`src/rtl/seq_shift_add_multiplier_pkg.sv`:
```
// Shared definitions for the sequential shift-add multiplier: FSM state encodings.
// The unused code 2'd3 is treated as an illegal state and recovers to IDLE.
package seq_shift_add_multiplier_pkg;

  typedef enum logic [1:0] {
    ST_IDLE = 2'd0,
    ST_RUN  = 2'd1,
    ST_DONE = 2'd2
  } mult_state_e;

  localparam int MIN_WIDTH = 2;

endpackage

```
`src/rtl/seq_shift_add_multiplier_rca.sv`:
```
// One-bit full-adder cell and the WIDTH-bit ripple-carry adder built from a chain of them.
// The adder performs the accumulate step of the shift-add multiplier.
module full_adder (
  input  logic a,
  input  logic b,
  input  logic cin,
  output logic s,
  output logic cout
);

  assign s    = a ^ b ^ cin;
  assign cout = (a & b) | (cin & (a ^ b));

endmodule

module ripple_carry_adder #(
  parameter int WIDTH = 8
) (
  input  logic [WIDTH-1:0] X,
  input  logic [WIDTH-1:0] Y,
  input  logic             Cin,
  output logic [WIDTH-1:0] Sum,
  output logic             Cout
);

  logic [WIDTH:0] carry;

  assign carry[0] = Cin;
  assign Cout     = carry[WIDTH];

  genvar gi;
  generate
    for (gi = 0; gi < WIDTH; gi++) begin : g_fa
      full_adder u_fa (
        .a    (X[gi]),
        .b    (Y[gi]),
        .cin  (carry[gi]),
        .s    (Sum[gi]),
        .cout (carry[gi+1])
      );
    end
  endgenerate

endmodule

```
`src/rtl/seq_shift_add_multiplier.sv`:
```
// Sequential unsigned radix-2 shift-add multiplier, one partial product per clock.
// Optional macro SEQ_MULT_ZERO_SKIP_EN: zero operands bypass the iteration (one-step RUN).
module seq_shift_add_multiplier #(
  parameter int WIDTH = 8
) (
  input  logic               clk,
  input  logic               rst_n,
  input  logic               in_valid,
  output logic               in_ready,
  input  logic [WIDTH-1:0]   A,
  input  logic [WIDTH-1:0]   B,
  output logic               out_valid,
  input  logic               out_ready,
  output logic [2*WIDTH-1:0] Product
);

  import seq_shift_add_multiplier_pkg::*;

  localparam int CNT_W = $clog2(WIDTH + 1);

  mult_state_e      state_q;
  logic [WIDTH-1:0] mcand_q;
  logic [WIDTH-1:0] acc_hi_q;
  logic [WIDTH-1:0] mplr_q;
  logic [CNT_W-1:0] count_q;
  logic             in_ready_q;
  logic             out_valid_q;

  logic [WIDTH-1:0] addend;
  logic [WIDTH-1:0] sum;
  logic             carry;
  logic             zero_pair;

  assign addend = mplr_q[0] ? mcand_q : '0;

  ripple_carry_adder #(.WIDTH(WIDTH)) u_rca (
    .X    (acc_hi_q),
    .Y    (addend),
    .Cin  (1'b0),
    .Sum  (sum),
    .Cout (carry)
  );

`ifdef SEQ_MULT_ZERO_SKIP_EN
  assign zero_pair = (A == '0) || (B == '0);
`else
  assign zero_pair = 1'b0;
`endif

  always_ff @(posedge clk or negedge rst_n) begin
    if (!rst_n) begin
      state_q     <= ST_IDLE;
      mcand_q     <= '0;
      acc_hi_q    <= '0;
      mplr_q      <= '0;
      count_q     <= '0;
      in_ready_q  <= 1'b0;
      out_valid_q <= 1'b0;
    end else begin
      case (state_q)
        ST_IDLE: begin
          if (in_valid && in_ready_q) begin
            mcand_q    <= A;
            acc_hi_q   <= '0;
            in_ready_q <= 1'b0;
            state_q    <= ST_RUN;
            // A zero pair runs a single all-zero step so out_valid follows one edge later.
            if (zero_pair) begin
              mplr_q  <= '0;
              count_q <= CNT_W'(1);
            end else begin
              mplr_q  <= B;
              count_q <= CNT_W'(WIDTH);
            end
          end else begin
            in_ready_q <= 1'b1;
          end
        end
        ST_RUN: begin
          acc_hi_q <= {carry, sum[WIDTH-1:1]};
          mplr_q   <= {sum[0], mplr_q[WIDTH-1:1]};
          count_q  <= count_q - CNT_W'(1);
          if (count_q == CNT_W'(1)) begin
            state_q     <= ST_DONE;
            out_valid_q <= 1'b1;
          end
        end
        ST_DONE: begin
          // Product is left untouched on acceptance; only the handshake clears.
          if (out_ready) begin
            state_q     <= ST_IDLE;
            out_valid_q <= 1'b0;
            in_ready_q  <= 1'b1;
          end
        end
        default: begin
          state_q     <= ST_IDLE;
          in_ready_q  <= 1'b0;
          out_valid_q <= 1'b0;
        end
      endcase
    end
  end

  assign in_ready  = in_ready_q;
  assign out_valid = out_valid_q;
  assign Product   = {acc_hi_q, mplr_q};

endmodule
```
`config.mk`:
```
export PLATFORM = sky130hd
export DESIGN_NAME = seq_shift_add_multiplier
export DESIGN_NICKNAME = d
export VERILOG_FILES = /design/src/rtl/seq_shift_add_multiplier_pkg.sv /design/src/rtl/seq_shift_add_multiplier_rca.sv /design/src/rtl/seq_shift_add_multiplier.sv
export SDC_FILE = /design/constraint.sdc
export NUM_CORES = 1
export LEC_CHECK = 0
export BUFFER_PORTS_ARGS = -buffer_cell sky130_fd_sc_hd__buf_4
export CAP_MARGIN = 20
export CORE_MARGIN = 8
export CORE_UTILIZATION = 53
export DETAILED_ROUTE_END_ITERATION = 6
export HOLD_SLACK_MARGIN = 0.05
export PLACE_DENSITY = 0.81
export RECOVER_POWER = 100
export SLEW_MARGIN = 20
export SYNTH_ARGS = -nofsm -noshare
export SYNTH_HDL_FRONTEND = slang
export SYNTH_SLANG_ARGS = --single-unit
export TNS_END_PERCENT = 30
```
`constraint.sdc`:
```
create_clock -name clk -period 4 [get_ports clk]
set_input_delay 0.6 -clock clk [delete_from_list [all_inputs] [get_ports clk]]
set_output_delay 0.6 -clock clk [all_outputs]
set_load 0.02 [all_outputs]
```
==> metrics.txt <==
outcome finished, violations left; failing checks max-capacitance violations, max-slew violations; RSZ-0062 raised after global routing false; CP max stage cell fa_1; Final nets 227; Comb pwr share 0.438; Mean Syn Cell Area 9.89 um^2; share of layout cells above drive strength 1 0.157; Synth Net Count 199; IO Count 38; Placer Congestion 0.849; Fin. Hold Viols 0; CTS Root Buffer Type clkbuf_4; worst-skew pair later-pin latency 0.34 ns; grt total ovfl 0; Chip Width 72.2 um; Flop pwr share 0.382; FP Rows 20; Top cell by count, worst path fa_1; Detailed Place HPWL 2540 um; chip height 72.2 um; crit path launch type register; first-pass GRT wire length 5870 um; Pwr Total 1.54 mW; async set-reset flop share out of synthesis 1.00; non-filler cells, final 242; Clock Sinks 32; Slew HR -0.110; Worst Path Arrival 3.74 ns; vias per cell 5.14; FF+latch count, synth 32; initial antenna violation count 0; 1st-iter DRT viols 96; Layout area overhead 14.1%; M1 wire length 1400 um; maxcap violations 1; Worst Max-Slew Pin Slew 1.66 ns; TNS Setup 0 ns; top cells by area, synth dfrtp_1, nand2_1, fa_1, buf_4, nand3_1; Post-Place Cells 234; NetSw 0.665 mW; All-Layer GR Usage 0.144; Critical path buffers and inverters 3; CTS Hold Bufs 0; Setup CP Type reg -> reg; hold_sp A[3]; min cycle time layout 3.56 ns; filler instances 274; final setup fails 0; Leak 0.893 nW; Final Core Density 0.630; # diodes 0; metal3 WL 146 um; largest net degree at the start of global routing 33; Max Slew Vio Count 33; Switching Fraction 0.431; number of flops mapped to enable cells by yosys 0; Seq/Total Area, Yosys 0.479; Synth area leader dfrtp_1; Starting Density 0.552; post-CTS setup buffer count 0; post-detailed-routing wire length 3420 um; WP data required 4.18 ns; worst-case clock buffer depth 2; CP max stage delay 0.47 ns; clk slew on worst S/H paths 0.10 ns; vias in the first global route 1,300; top cell type's share of synthesized area 0.479; CP startpoint mplr_q[0]$_DFFE_PN0P_; library cells used by synthesis 30; Clock Skews 0.0134 ns; antenna-violating nets left 0; CTS tree yes; top routing layer in use met4; H-tree levels 2; routed length per instance 14.1 um; core area 3030 um^2; crit end category register; synthesized cell area 1670 um^2; Peak VDD IR 0.384 mV; DP Worst Slack 0.442 ns; fin worst setup slack 0.441 ns; Int Pwr 0.877 mW; I/O Buffers 37; PD cells 808 nW/um^2; total die area 5210 um^2; Yosys warning total 0; Vias 1,245; Clk pwr share 0.180; Reg2Reg Launch Point mplr_q[0]$_DFFE_PN0P_; cells after synthesis 169; f_max 281 MHz; main flop type after synthesis dfrtp_1; Hold WC Path Type in -> reg; clock buffer count from CTS 5; Critical Path Fanout Max 2; Pre-Repair DR Iteration Count 4; Met2 Routed Length 1790 um; post-route clock period utilization 0.890; DRC 0; worst-path cell chain and2_0, ha_1, inv_1, fa_1, fa_1, fa_1, fa_1, fa_1, inv_1, fa_1, inv_1, fa_1, o21ai_0; CP top delay family adder cells; post_cts resized 0
[cell usage after synthesis, drive strengths merged, types with 2 or more instances]
| cell type | number |
|---|---|
| and2 | 2 |
| a22oi | 7 |
| o21ai | 14 |
| ha | 3 |
| buf | 16 |
| nor3 | 2 |
| dfrtp | 32 |
| nor2 | 2 |
| nand3 | 17 |
| clkbuf | 2 |
| nand2 | 41 |
| inv | 12 |
| fa | 7 |
[worst min-delay path: stages]
cell and delay [ns]:
buf_4 0.07, nand2_1 0.04, nand2_1 0.04
[state kept, by name (all words and copies together) (netlist names)]
register / flops
acc_hi_q: 8
mcand_q: 8
mplr_q: 8
in_ready: 1
out_valid: 1
state_q: 2
count_q: 4
[metrics by stage]
stage	hold slack (ns)	area (um^2)
4_1_cts	0.178	1980
6_report	0.448	1910
3_5_place_dp	0.465	1890
2_1_floorplan	0.304	1670
5_1_grt	0.446	1910
3_3_place_gp	0.452	1880
[kinds of logic after synthesis]
kind of cell,Yosys count,share of synthesized area
AND/OR/NAND/NOR,71,0.198
flip-flops,32,0.479
buffers and inverters,30,0.108
AO/OA/AOI/OAI,26,0.109
adder cells (fa/ha/maj),10,0.106
[cell type report]
cell class              instances  area, um^2  share of cell area
clock buffers                   7        65.1              0.0341
clock inverters                 1        30.0              0.0157
inverters                      12        45.0              0.0236
multi-input cells             107         691               0.362
flip-flops and latches         32         801               0.420
well taps                      44        55.1              0.0289
repair buffers                 39         221               0.116
[worst paths after layout]
check	endpoint	slack (ns)	depth (start not counted)
worst max-delay path	acc_hi_q[6]$_DFFE_PN0P_	0.44	13
worst min-delay path	mcand_q[3]$_DFFE_PN0P_	0.45	3
worst max register to register	acc_hi_q[6]$_DFFE_PN0P_	0.44	13
worst min register to register	mcand_q[0]$_DFFE_PN0P_	0.48	2
max in group asynchronous	mcand_q[7]$_DFFE_PN0P_	2.36	1
min in group asynchronous	mplr_q[1]$_DFFE_PN0P_	0.67	1
[routing by layer]
layer | vias to the layer above | GRT usage
met5 | - | 0
met3 | 9 | 0.0413
met2 | 29 | 0.237
li1 | 603 | -
met1 | 604 | 0.162
met4 | 0 | 0.0816
[power groups by stage]
stage               Clock, mW  Sequential (mW)  Combinational [mW]
CTS                     0.281            0.591               0.757
global route            0.295            0.610               0.774
finish                  0.278            0.588               0.676
global placement            0            0.589               0.728
floorplan                   0            0.629               0.524
detailed placement          0            0.598               0.753
[placed cells by master (no fill, tap or decap), types with 3 or more instances in the layout]
| cell type | n |
|---|---|
| inv_1 | 12 |
| buf_4 | 20 |
| clkbuf_1 | 19 |
| o21ai_0 | 14 |
| a22oi_1 | 6 |
| nand2_1 | 41 |
| dfrtp_1 | 32 |
| nand3_1 | 17 |
| ha_1 | 3 |
| clkbuf_4 | 5 |
| fa_1 | 7 |
Note: power is estimated with default switching activity, not from simulation.
